--- config.mk ---
export PLATFORM = sky130hd
export DESIGN_NAME = banked_address_generation_unit_flat
export DESIGN_NICKNAME = d
export VERILOG_FILES = /design/src/rtl/banked_address_generation_unit_pkg.sv /design/src/rtl/banked_address_generation_unit_if.sv /design/src/rtl/banked_address_generation_unit_port_mux.sv /design/src/rtl/banked_address_generation_unit.sv /design/src/flat_wrapper.sv
export SDC_FILE = /design/constraint.sdc
export NUM_CORES = 1
export LEC_CHECK = 0
export BUFFER_PORTS_ARGS = -buffer_cell sky130_fd_sc_hd__buf_4
export CORE_MARGIN = 4
export CORE_UTILIZATION = 40
export DETAILED_ROUTE_END_ITERATION = 8
export GPL_TIMING_DRIVEN = 0
export PLACE_DENSITY = 0.75
export SETUP_SLACK_MARGIN = 0.1
export SLEW_MARGIN = 20
export SYNTH_ARGS = -nofsm -noshare
export SYNTH_HDL_FRONTEND = slang
export SYNTH_HIERARCHICAL = 1
export SYNTH_SLANG_ARGS = --single-unit
--- constraint.sdc ---
create_clock -name clk -period 1.8 [get_ports clk]
set_clock_uncertainty 0.05 [all_clocks]
set_input_delay 0 -clock clk [delete_from_list [all_inputs] [get_ports clk]]
set_output_delay 0 -clock clk [all_outputs]
set_load 0.03 [all_outputs]
--- src/rtl/banked_address_generation_unit_pkg.sv ---
// +--------------------------------------------------------------------------+
// | agu_pkg                                                                  |
// | Shared defaults, derived field widths and pointer-select encodings for   |
// | the banked address generation unit.                                      |
// | Revision: 1.0                                                            |
// +--------------------------------------------------------------------------+
`default_nettype none

package agu_pkg;

  localparam int ADDR_DEFAULT  = 7;
  localparam int LADDR_DEFAULT = 4;

  localparam logic [1:0] PTR_SEL_PTR = 2'd0;
  localparam logic [1:0] PTR_SEL_LO  = 2'd1;
  localparam logic [1:0] PTR_SEL_HI  = 2'd2;
  localparam logic [1:0] PTR_SEL_RSV = 2'd3;

  function automatic int ofs_width(input int laddr);
    return laddr - 1;
  endfunction

  function automatic int seg_width(input int addr, input int laddr);
    return addr - (laddr - 1);
  endfunction

endpackage

`default_nettype wire

--- src/rtl/banked_address_generation_unit_if.sv ---
// +--------------------------------------------------------------------------+
// | banked_address_generation_unit_if                                        |
// | Local-address, segment/pointer control and physical-address bundle.      |
// | Revision: 1.0                                                            |
// +--------------------------------------------------------------------------+
`default_nettype none

interface banked_address_generation_unit_if
  import agu_pkg::*;
#(
  parameter int ADDR  = ADDR_DEFAULT,
  parameter int LADDR = LADDR_DEFAULT
);
  localparam int SEGW = seg_width(ADDR, LADDR);

  logic [LADDR-1:0] l_r_addr_a;
  logic [LADDR-1:0] l_r_addr_b;
  logic [LADDR-1:0] l_w_addr;
  logic             ind_a;
  logic             ind_b;
  logic             ind_w;
  logic             sr_we;
  logic [SEGW-1:0]  sr_wdata;
  logic             sr_inc;
  logic             sr_dec;
  logic             ptr_we;
  logic [1:0]       ptr_sel;
  logic [ADDR-1:0]  ptr_wdata;
  logic             ptr_step;
  logic [ADDR-1:0]  r_addr_a;
  logic [ADDR-1:0]  r_addr_b;
  logic [ADDR-1:0]  w_addr;
  logic [SEGW-1:0]  sr_value;
  logic [ADDR-1:0]  ptr_value;
  logic             ptr_wrap;

  modport master (
    output l_r_addr_a, l_r_addr_b, l_w_addr, ind_a, ind_b, ind_w,
    output sr_we, sr_wdata, sr_inc, sr_dec,
    output ptr_we, ptr_sel, ptr_wdata, ptr_step,
    input  r_addr_a, r_addr_b, w_addr, sr_value, ptr_value, ptr_wrap
  );

  modport slave (
    input  l_r_addr_a, l_r_addr_b, l_w_addr, ind_a, ind_b, ind_w,
    input  sr_we, sr_wdata, sr_inc, sr_dec,
    input  ptr_we, ptr_sel, ptr_wdata, ptr_step,
    output r_addr_a, r_addr_b, w_addr, sr_value, ptr_value, ptr_wrap
  );

endinterface

`default_nettype wire

--- src/rtl/banked_address_generation_unit_port_mux.sv ---
// +--------------------------------------------------------------------------+
// | agu_port_mux                                                             |
// | Maps one local address to a physical address (banked direct / pointer). |
// | Revision: 1.0                                                            |
// +--------------------------------------------------------------------------+
`default_nettype none

module agu_port_mux
  import agu_pkg::*;
#(
  parameter int ADDR  = ADDR_DEFAULT,
  parameter int LADDR = LADDR_DEFAULT
) (
  input  logic [LADDR-1:0]                 local_addr,
  input  logic                             ind,
  input  logic [seg_width(ADDR, LADDR)-1:0] sr,
  input  logic [ADDR-1:0]                  ptr,
  output logic [ADDR-1:0]                  addr
);
  localparam int OFS  = ofs_width(LADDR);
  localparam int SEGW = seg_width(ADDR, LADDR);

  // Bank bit clear selects the fixed low segment instead of the segment register.
  always_comb begin
    addr = ptr;
    if (!ind) begin
      addr = local_addr[LADDR-1] ? {sr, local_addr[OFS-1:0]}
                                 : {{SEGW{1'b0}}, local_addr[OFS-1:0]};
    end
  end

endmodule

`default_nettype wire

--- src/rtl/banked_address_generation_unit.sv ---
// +--------------------------------------------------------------------------+
// | banked_address_generation_unit                                           |
// | Segment register, windowed post-increment pointer and three port muxes.  |
// | Revision: 1.0                                                            |
// +--------------------------------------------------------------------------+
`default_nettype none

module banked_address_generation_unit
  import agu_pkg::*;
#(
  parameter int ADDR  = ADDR_DEFAULT,
  parameter int LADDR = LADDR_DEFAULT
) (
  input logic                            clk,
  input logic                            reset,
  banked_address_generation_unit_if.slave bus
);
  localparam int SEGW = seg_width(ADDR, LADDR);
  localparam logic [SEGW-1:0] c_sr_one  = {{(SEGW-1){1'b0}}, 1'b1};
  localparam logic [ADDR-1:0] c_ptr_one = {{(ADDR-1){1'b0}}, 1'b1};

  logic [SEGW-1:0] r_sr;
  logic [ADDR-1:0] r_ptr;
  logic [ADDR-1:0] r_lo;
  logic [ADDR-1:0] r_hi;
  logic            r_ptr_wrap;

  logic [SEGW-1:0] w_sr_next;
  logic [ADDR-1:0] w_ptr_next;
  logic            w_load_ptr;
  logic            w_wrap_next;

  assign w_load_ptr = bus.ptr_we && (bus.ptr_sel == PTR_SEL_PTR);

  always_comb begin
    w_sr_next = r_sr;
    if (bus.sr_we) begin
      w_sr_next = bus.sr_wdata;
    end else if (bus.sr_inc ^ bus.sr_dec) begin
      w_sr_next = bus.sr_inc ? r_sr + c_sr_one : r_sr - c_sr_one;
    end
  end

  // Window test is pure equality against the current hi, so loads of lo/hi in
  // the same cycle only affect later steps.
  always_comb begin
    w_ptr_next  = r_ptr;
    w_wrap_next = 1'b0;
    if (w_load_ptr) begin
      w_ptr_next = bus.ptr_wdata;
    end else if (bus.ptr_step) begin
      if (r_ptr == r_hi) begin
        w_ptr_next  = r_lo;
        w_wrap_next = 1'b1;
      end else begin
        w_ptr_next = r_ptr + c_ptr_one;
      end
    end
  end

  always_ff @(posedge clk or posedge reset) begin
    if (reset) begin
      r_sr       <= '0;
      r_ptr      <= '0;
      r_lo       <= '0;
      r_hi       <= '1;
      r_ptr_wrap <= 1'b0;
    end else begin
      r_sr       <= w_sr_next;
      r_ptr      <= w_ptr_next;
      r_ptr_wrap <= w_wrap_next;
      if (bus.ptr_we && (bus.ptr_sel == PTR_SEL_LO)) r_lo <= bus.ptr_wdata;
      if (bus.ptr_we && (bus.ptr_sel == PTR_SEL_HI)) r_hi <= bus.ptr_wdata;
    end
  end

  agu_port_mux #(.ADDR(ADDR), .LADDR(LADDR)) u_mux_a (
    .local_addr (bus.l_r_addr_a),
    .ind        (bus.ind_a),
    .sr         (r_sr),
    .ptr        (r_ptr),
    .addr       (bus.r_addr_a)
  );

  agu_port_mux #(.ADDR(ADDR), .LADDR(LADDR)) u_mux_b (
    .local_addr (bus.l_r_addr_b),
    .ind        (bus.ind_b),
    .sr         (r_sr),
    .ptr        (r_ptr),
    .addr       (bus.r_addr_b)
  );

  agu_port_mux #(.ADDR(ADDR), .LADDR(LADDR)) u_mux_w (
    .local_addr (bus.l_w_addr),
    .ind        (bus.ind_w),
    .sr         (r_sr),
    .ptr        (r_ptr),
    .addr       (bus.w_addr)
  );

  assign bus.sr_value  = r_sr;
  assign bus.ptr_value = r_ptr;
  assign bus.ptr_wrap  = r_ptr_wrap;

endmodule

`default_nettype wire

--- src/flat_wrapper.sv ---
// flat-port wrapper written by rule: the top's interface ports become plain ports
module banked_address_generation_unit_flat import agu_pkg::*;
#(
  parameter int ADDR  = ADDR_DEFAULT,
  parameter int LADDR = LADDR_DEFAULT
)
  (clk, reset, bus_l_r_addr_a, bus_l_r_addr_b, bus_l_w_addr, bus_ind_a, bus_ind_b, bus_ind_w, bus_sr_we, bus_sr_wdata, bus_sr_inc, bus_sr_dec, bus_ptr_we, bus_ptr_sel, bus_ptr_wdata, bus_ptr_step, bus_r_addr_a, bus_r_addr_b, bus_w_addr, bus_sr_value, bus_ptr_value, bus_ptr_wrap);
  banked_address_generation_unit_if #(.ADDR(ADDR), .LADDR(LADDR)) bus_i ();
  input logic clk;
  input logic reset;
  input wire logic [$bits(bus_i.l_r_addr_a)-1:0] bus_l_r_addr_a;
  input wire logic [$bits(bus_i.l_r_addr_b)-1:0] bus_l_r_addr_b;
  input wire logic [$bits(bus_i.l_w_addr)-1:0] bus_l_w_addr;
  input wire logic [$bits(bus_i.ind_a)-1:0] bus_ind_a;
  input wire logic [$bits(bus_i.ind_b)-1:0] bus_ind_b;
  input wire logic [$bits(bus_i.ind_w)-1:0] bus_ind_w;
  input wire logic [$bits(bus_i.sr_we)-1:0] bus_sr_we;
  input wire logic [$bits(bus_i.sr_wdata)-1:0] bus_sr_wdata;
  input wire logic [$bits(bus_i.sr_inc)-1:0] bus_sr_inc;
  input wire logic [$bits(bus_i.sr_dec)-1:0] bus_sr_dec;
  input wire logic [$bits(bus_i.ptr_we)-1:0] bus_ptr_we;
  input wire logic [$bits(bus_i.ptr_sel)-1:0] bus_ptr_sel;
  input wire logic [$bits(bus_i.ptr_wdata)-1:0] bus_ptr_wdata;
  input wire logic [$bits(bus_i.ptr_step)-1:0] bus_ptr_step;
  output wire logic [$bits(bus_i.r_addr_a)-1:0] bus_r_addr_a;
  output wire logic [$bits(bus_i.r_addr_b)-1:0] bus_r_addr_b;
  output wire logic [$bits(bus_i.w_addr)-1:0] bus_w_addr;
  output wire logic [$bits(bus_i.sr_value)-1:0] bus_sr_value;
  output wire logic [$bits(bus_i.ptr_value)-1:0] bus_ptr_value;
  output wire logic [$bits(bus_i.ptr_wrap)-1:0] bus_ptr_wrap;
  assign bus_i.l_r_addr_a = bus_l_r_addr_a;
  assign bus_i.l_r_addr_b = bus_l_r_addr_b;
  assign bus_i.l_w_addr = bus_l_w_addr;
  assign bus_i.ind_a = bus_ind_a;
  assign bus_i.ind_b = bus_ind_b;
  assign bus_i.ind_w = bus_ind_w;
  assign bus_i.sr_we = bus_sr_we;
  assign bus_i.sr_wdata = bus_sr_wdata;
  assign bus_i.sr_inc = bus_sr_inc;
  assign bus_i.sr_dec = bus_sr_dec;
  assign bus_i.ptr_we = bus_ptr_we;
  assign bus_i.ptr_sel = bus_ptr_sel;
  assign bus_i.ptr_wdata = bus_ptr_wdata;
  assign bus_i.ptr_step = bus_ptr_step;
  assign bus_r_addr_a = bus_i.r_addr_a;
  assign bus_r_addr_b = bus_i.r_addr_b;
  assign bus_w_addr = bus_i.w_addr;
  assign bus_sr_value = bus_i.sr_value;
  assign bus_ptr_value = bus_i.ptr_value;
  assign bus_ptr_wrap = bus_i.ptr_wrap;
  banked_address_generation_unit #(.ADDR(ADDR), .LADDR(LADDR)) u_core (.clk(clk), .reset(reset), .bus(bus_i));
endmodule
# Yosys cells after proc, flatten, opt, wreduce, memory -nomap -nowiden
# Index checks and enable logic that the tools add are counted.
dict set report totals {
  regBits 26
  latchBits 0
  ramBits 0
  rom_bits 0
  in_bits 35
  word_cells 33
  n_memories 0
}
dict set report classes {
  add_sub_neg 3
  n_mul 0
  div 0
  n_lt_le_gt_ge 0
  n_eq_ne 3
  n_shift 0
  mux 15
  bitwise 1
  reduce_logical 6
}
# op n
set ops {}
lappend ops {{7-bit 2-to-1 mux} 9}
lappend ops {{4-bit 2-to-1 mux} 3}
lappend ops {{7-bit by 1-bit adder with 7-bit output, second input constant} 1}
lappend ops {{7-bit equality test} 1}
lappend ops {{4-bit by 1-bit adder with 4-bit output, second input constant} 1}
lappend ops {{2-bit nonzero test} 2}
lappend ops {{4-bit by 1-bit subtractor with 4-bit output, second input constant} 1}
lappend ops {{1-bit logical AND} 3}
lappend ops {{1-bit 2-to-1 mux} 3}
lappend ops {{2-bit by 1-bit equality test with 1-bit output, second input constant} 1}
lappend ops {{2-bit equality test, second input constant} 1}
lappend ops {{2-bit zero test} 1}
lappend ops {{1-bit bitwise XOR} 1}

# Depth between registers and ports, before layout
dict set report logic_depth {
  word_depth 4
  mapped_depth 6
  mapped_depth_nobuf 6
}

# Cells and area by module
# Netlist, hierarchy kept.
# module instances cells_per_inst area_per_inst_um2
set modules_own_cells {}
lappend modules_own_cells {banked_address_generation_unit 1 136 1492.7}
lappend modules_own_cells {agu_port_mux 3 13 107.6}

# Least setup slack after synthesis
# Ideal clock, no wire load.
dict set report synth_timing {
  path_type {register to register}
  from {register u_core.r_sr[1] (netlist: u_core/bus.sr_value[1])}
  to {register u_core.r_sr[3] (netlist: u_core/bus.sr_value[3])}
  t_arrival_ns 1.748
  required_ns 1.622
  path_slack_ns -0.127
  stages_incl_launch_ff 6
  n_path_buf 0
  period_less_slack_ns 1.927
  path_cell_list {dfrtp_1 -> ha_1 -> a21o_1 -> a2111oi_0 -> a2111oi_0 -> nand2b_1}
}
dict set report synth_via {
  elab_chain_len 4
  word_cells_on_any_way 5
  classes_between {2 x add/sub; 3 x mux}
}
# element line
set synth_lines {}
lappend synth_lines {{start: declaration} banked_address_generation_unit.sv:22} ;# logic [SEGW-1:0] r_sr;
lappend synth_lines {{start signal: assignment} banked_address_generation_unit.sv:69} ;# r_sr <= w_sr_next;
lappend synth_lines {{4-bit by 1-bit subtractor with 4-bit output / 4-bit by 1-bit adder with 4-bit output (equally long branches)} banked_address_generation_unit.sv:40} ;# w_sr_next = bus.sr_inc ? r_sr + c_sr_one : r_sr - c_sr_one;
lappend synth_lines {{4-bit 2-to-1 mux (*)} banked_address_generation_unit.sv:40}
lappend synth_lines {{4-bit 2-to-1 mux (*)} banked_address_generation_unit.sv:39} ;# end else if (bus.sr_inc ^ bus.sr_dec) begin
lappend synth_lines {{4-bit 2-to-1 mux (*)} banked_address_generation_unit.sv:37} ;# if (bus.sr_we) begin
# Every way passes the cells marked *; elsewhere a longest branch is shown, timed or not. The select of a mux whose other input is x is not followed.
# A chain may end at the register's enable or synchronous reset.

# Final worst setup path
# Same ends and word-level chain as after synthesis.

==> results.md <==
- Final wirelength: 4724 um
- Clock-pin slew on the worst setup and hold paths: 0.08 ns
- Slew @ Worst Pin: 0.9321 ns
- Switching Fraction: 43.79%
- I/O pins: 68
- Synth Area in XOR/XNOR: 7.236%
- CTS tree: yes
- Via density per instance: 5.442
- Peak supply drop: 582.0 uV
- Global-route usage over all layers: 15.95%
- Vias: 1687
- Async SR Flop Fraction: 100.0%
- Syn-to-layout area delta: 44.31%
- Vias in the first global route: 1557
- Row cnt: 24
- Post-Synthesis Net Count: 214
- Synth Area in Adders: 3.170%
- Upper clock frequency limit: 612.1 MHz
- Synth cell types: 41
- Seq/Total Area, Yosys: 36.32%
- Die W: 75.37 um
- Final std cells w/o fill: 310
- Yosys warns: 6
- Share of post-route cells with drive strength above 1: 48.45%
- Initial antenna violation count: 0
- TritonRoute pass-1 iters: 4
- Post-synth EDFFs: 0
- Hold crit path type: input pin to flop
- Final Hold Viols: 0
- Final Net Count: 298
- H-tree levels: 1
- Post-layout min period: 1.634 ns
- CP Launch Type: flop
- Top-area cell type share of the netlist area: 26.19%
- Top cells by area, synth: dfrtp_1 26%, dfstp_2 10%, mux2_4 9.1%
- Grt ovf: 0
- WL/cell: 15.24 um
- Worst endpoint required time: 1.96 ns
- Iter 0 DRT Violations: 51
- First-pass GRT wire length: 7107 um
- Diodes inserted: 0
- Fin area: 0.002620 sq mm
- RSZ-0062 raised after global routing: true
- PortBufs: 63
- Relative slew margins: 37.47%
- Pin count of the biggest net entering global routing: 27
- Compound-cell area share of the yosys netlist: 15.92%
- Max clock buf depth: 2
- Crit Path Class: flop to flop
- Multiplexer share of the synthesized area: 18.33%
- Logic pwr share: 55.1%
- Final setup vio count: 0
- Setup TNS Final: 0 ns
- Largest family of logic cells by synthesized area: multiplexers
- Internal: 1658 uW
- Max Cap Viol: 0
- Fillcell total: 381
- Clock share of power: 11.3%
- Fin crit share: 90.77%
- Post-synth top area cell: dfrtp_1
- Placed cells: 290
- Place WS: 0.01000 ns
- Routability congestion estimate: 0.8216
- Gate Count Post-Synth: 175
- Register bit total from synthesis: 26
- WP data arrival: 1.79 ns
- DIE AREA: 0.005681 sq mm
- Post-DRT Antenna Nets: 0
- Pwr per Cell Area: 1126 mW/mm^2
- Lkg Pwr: 0.001201 uW
- Core area: 0.004384 sq mm
- Post-Syn Area per Cell: 10.37 sq um
- Sink Count: 26
- Num CTS Buffers: 3
- Max Slew Vio Count: 0
- CTS Root Cell: clkbuf_8
- Crit. End Element: flop
- Status: complete, no violations
- DRC: 0
- Post-Synth Simple-Gate Area: 14.96%
- Worst skew pair latency: 0.27 ns
- Multi-input logic area: 0.001142 sq mm
- Dpl cell area: 0.002374 sq mm
- Detailed placement HPWL: 3452 um
- DIE HEIGHT: 75.37 um
- Ys flop type: dfrtp_1
- CP Max Fanout: 2
- Syn Std Cell Area: 0.001815 sq mm
- Initial Utilization: 41.41%
- Psw: 1292 uW
- Sequential group share of total power: 33.6%
- Setup slack after layout: 0.1662 ns
- FF+latch area: 666.9 sq um
==> path summary, 6_finish.rpt <==
kind / to / cells past startpoint / slack [ns] / start
min reg2reg: u_core/r_lo[4] / 1 / 0.47 / u_core/r_lo[4]
max in group asynchronous: u_core/bus.ptr_value[0] / 3 / 0.90 / reset
max: u_core/bus.sr_value[3] / 5 / 0.17 / u_core/bus.sr_value[1]
max reg2reg: u_core/bus.sr_value[3] / 5 / 0.17 / u_core/bus.sr_value[1]
min: u_core/bus.sr_value[0] / 3 / 0.07 / bus_sr_we
min in group asynchronous: u_core/r_lo[6] / 3 / 0.32 / reset
==> final cells by class <==
type	instances	share of cell area [%]
inverters	6	0.8596
plain buffers	7	2.197
multi-input cells	136	43.60
well taps	52	2.483
clock buffers	4	1.719
flip-flops and latches	26	25.45
repair buffers	79	23.69
==> power by group through the flow <==
stage	sequential (uW)	combinational [uW]	clock [uW]
after floorplan	1080	874	0
after global placement	999	1480	0
after detailed placement	1000	1490	0
after CTS	986	1540	342
after global routing	1020	1740	367
final	991	1630	333
==> cells in the final DEF, fill, tap and decap left out, types with 4 or more instances in the layout <==
master         synthesis  layout
buf_4                  0      67
nand2_1               20      20
mux2_2                14      14
dfrtp_1               19      13
dlygate4sd3_1          0      12
mux2_4                11      11
xor2_1                10      10
o21ai_0               10      10
dfstp_2                7       7
dfrtp_2                0       6
a22o_1                 6       6
nand3_1                5       5
inv_1                  6       5
nand4_1                5       5
xnor2_1                5       5
a211o_1                4       4
a21oi_1                4       4
o21bai_1               4       4
==> metal layers <==
layer | part of all wire (%) | wire length [um] | global-route usage [%]
met5 | 0 | 0 | 0
met4 | 0.53 | 25 | 3.495
met3 | 10 | 475 | 3.034
met2 | 47 | 2214 | 26.75
met1 | 43 | 2009 | 21.50
==> sequential cells by signal, indices dropped and copies added, names as in the netlist <==
name and count:
u_core/bus.sr_value 4, u_core/r_lo 7, u_core/bus.ptr_wrap 1, u_core/bus.ptr_value 7
u_core/r_hi 7
==> critical path, cell delays in order (launching register included) <==
cell and delay [ns]:
dfrtp_2 0.44, ha_4 0.21, a21o_1 0.19, a31o_2 0.28, a2111oi_2 0.27, nand2b_1 0.14
==> stage by stage <==
step                hold WS [ns]  util [%]  power [uW]
CTS                      0.05565     58.30        2873
global route             0.09286     59.76        3128
floorplan               -0.01524         -        1954
global placement          0.1737     54.14        2474
finish                   0.06573     59.76        2950
detailed placement        0.1712     54.14        2490
==> synthesized netlist by cell type, types with 2 or more instances <==
cell and number:
nor2b_2 3, a21oi_1 4, a22o_1 6, nor2b_1 2, a2111oi_0 3, nor2_1 3, nand4_1 5, and3_1 3
inv_1 6, nand3b_1 2, buf_6 3, o21ai_0 10, nor3_1 2, nand3_1 5, mux2_4 11, dfstp_2 7
ha_1 3, and2_1 2, buf_2 2, dfrtp_1 19, a41oi_1 2, mux2_2 14, o31ai_1 2, xor2_1 10
xnor2_1 5, o21bai_1 4, nand2_1 20, a211o_1 4
==> kinds of logic (layout without fill, tap and decap cells) <==
family,count (synthesis),after routing
and+or+nand+nor,51,51
AOI/OAI and AO/OA,40,40
muxes,26,26
DFF,26,26
xor gates and xnor gates,15,15
buffers and inverters,13,96
adders and majority gates,4,4
==> what timing repair did <==
action                                  in CTS  in global routing
pin swaps                                    0                  1
endpoints found under the hold margin       41                  0
buffers inserted                             1                  2
endpoints found under the setup margin       9                  9
resized for setup                            3                 14
gates cloned                                 0                  1
hold buffers                                12                  0
No activity file was read; power rests on OpenSTA's default activity.
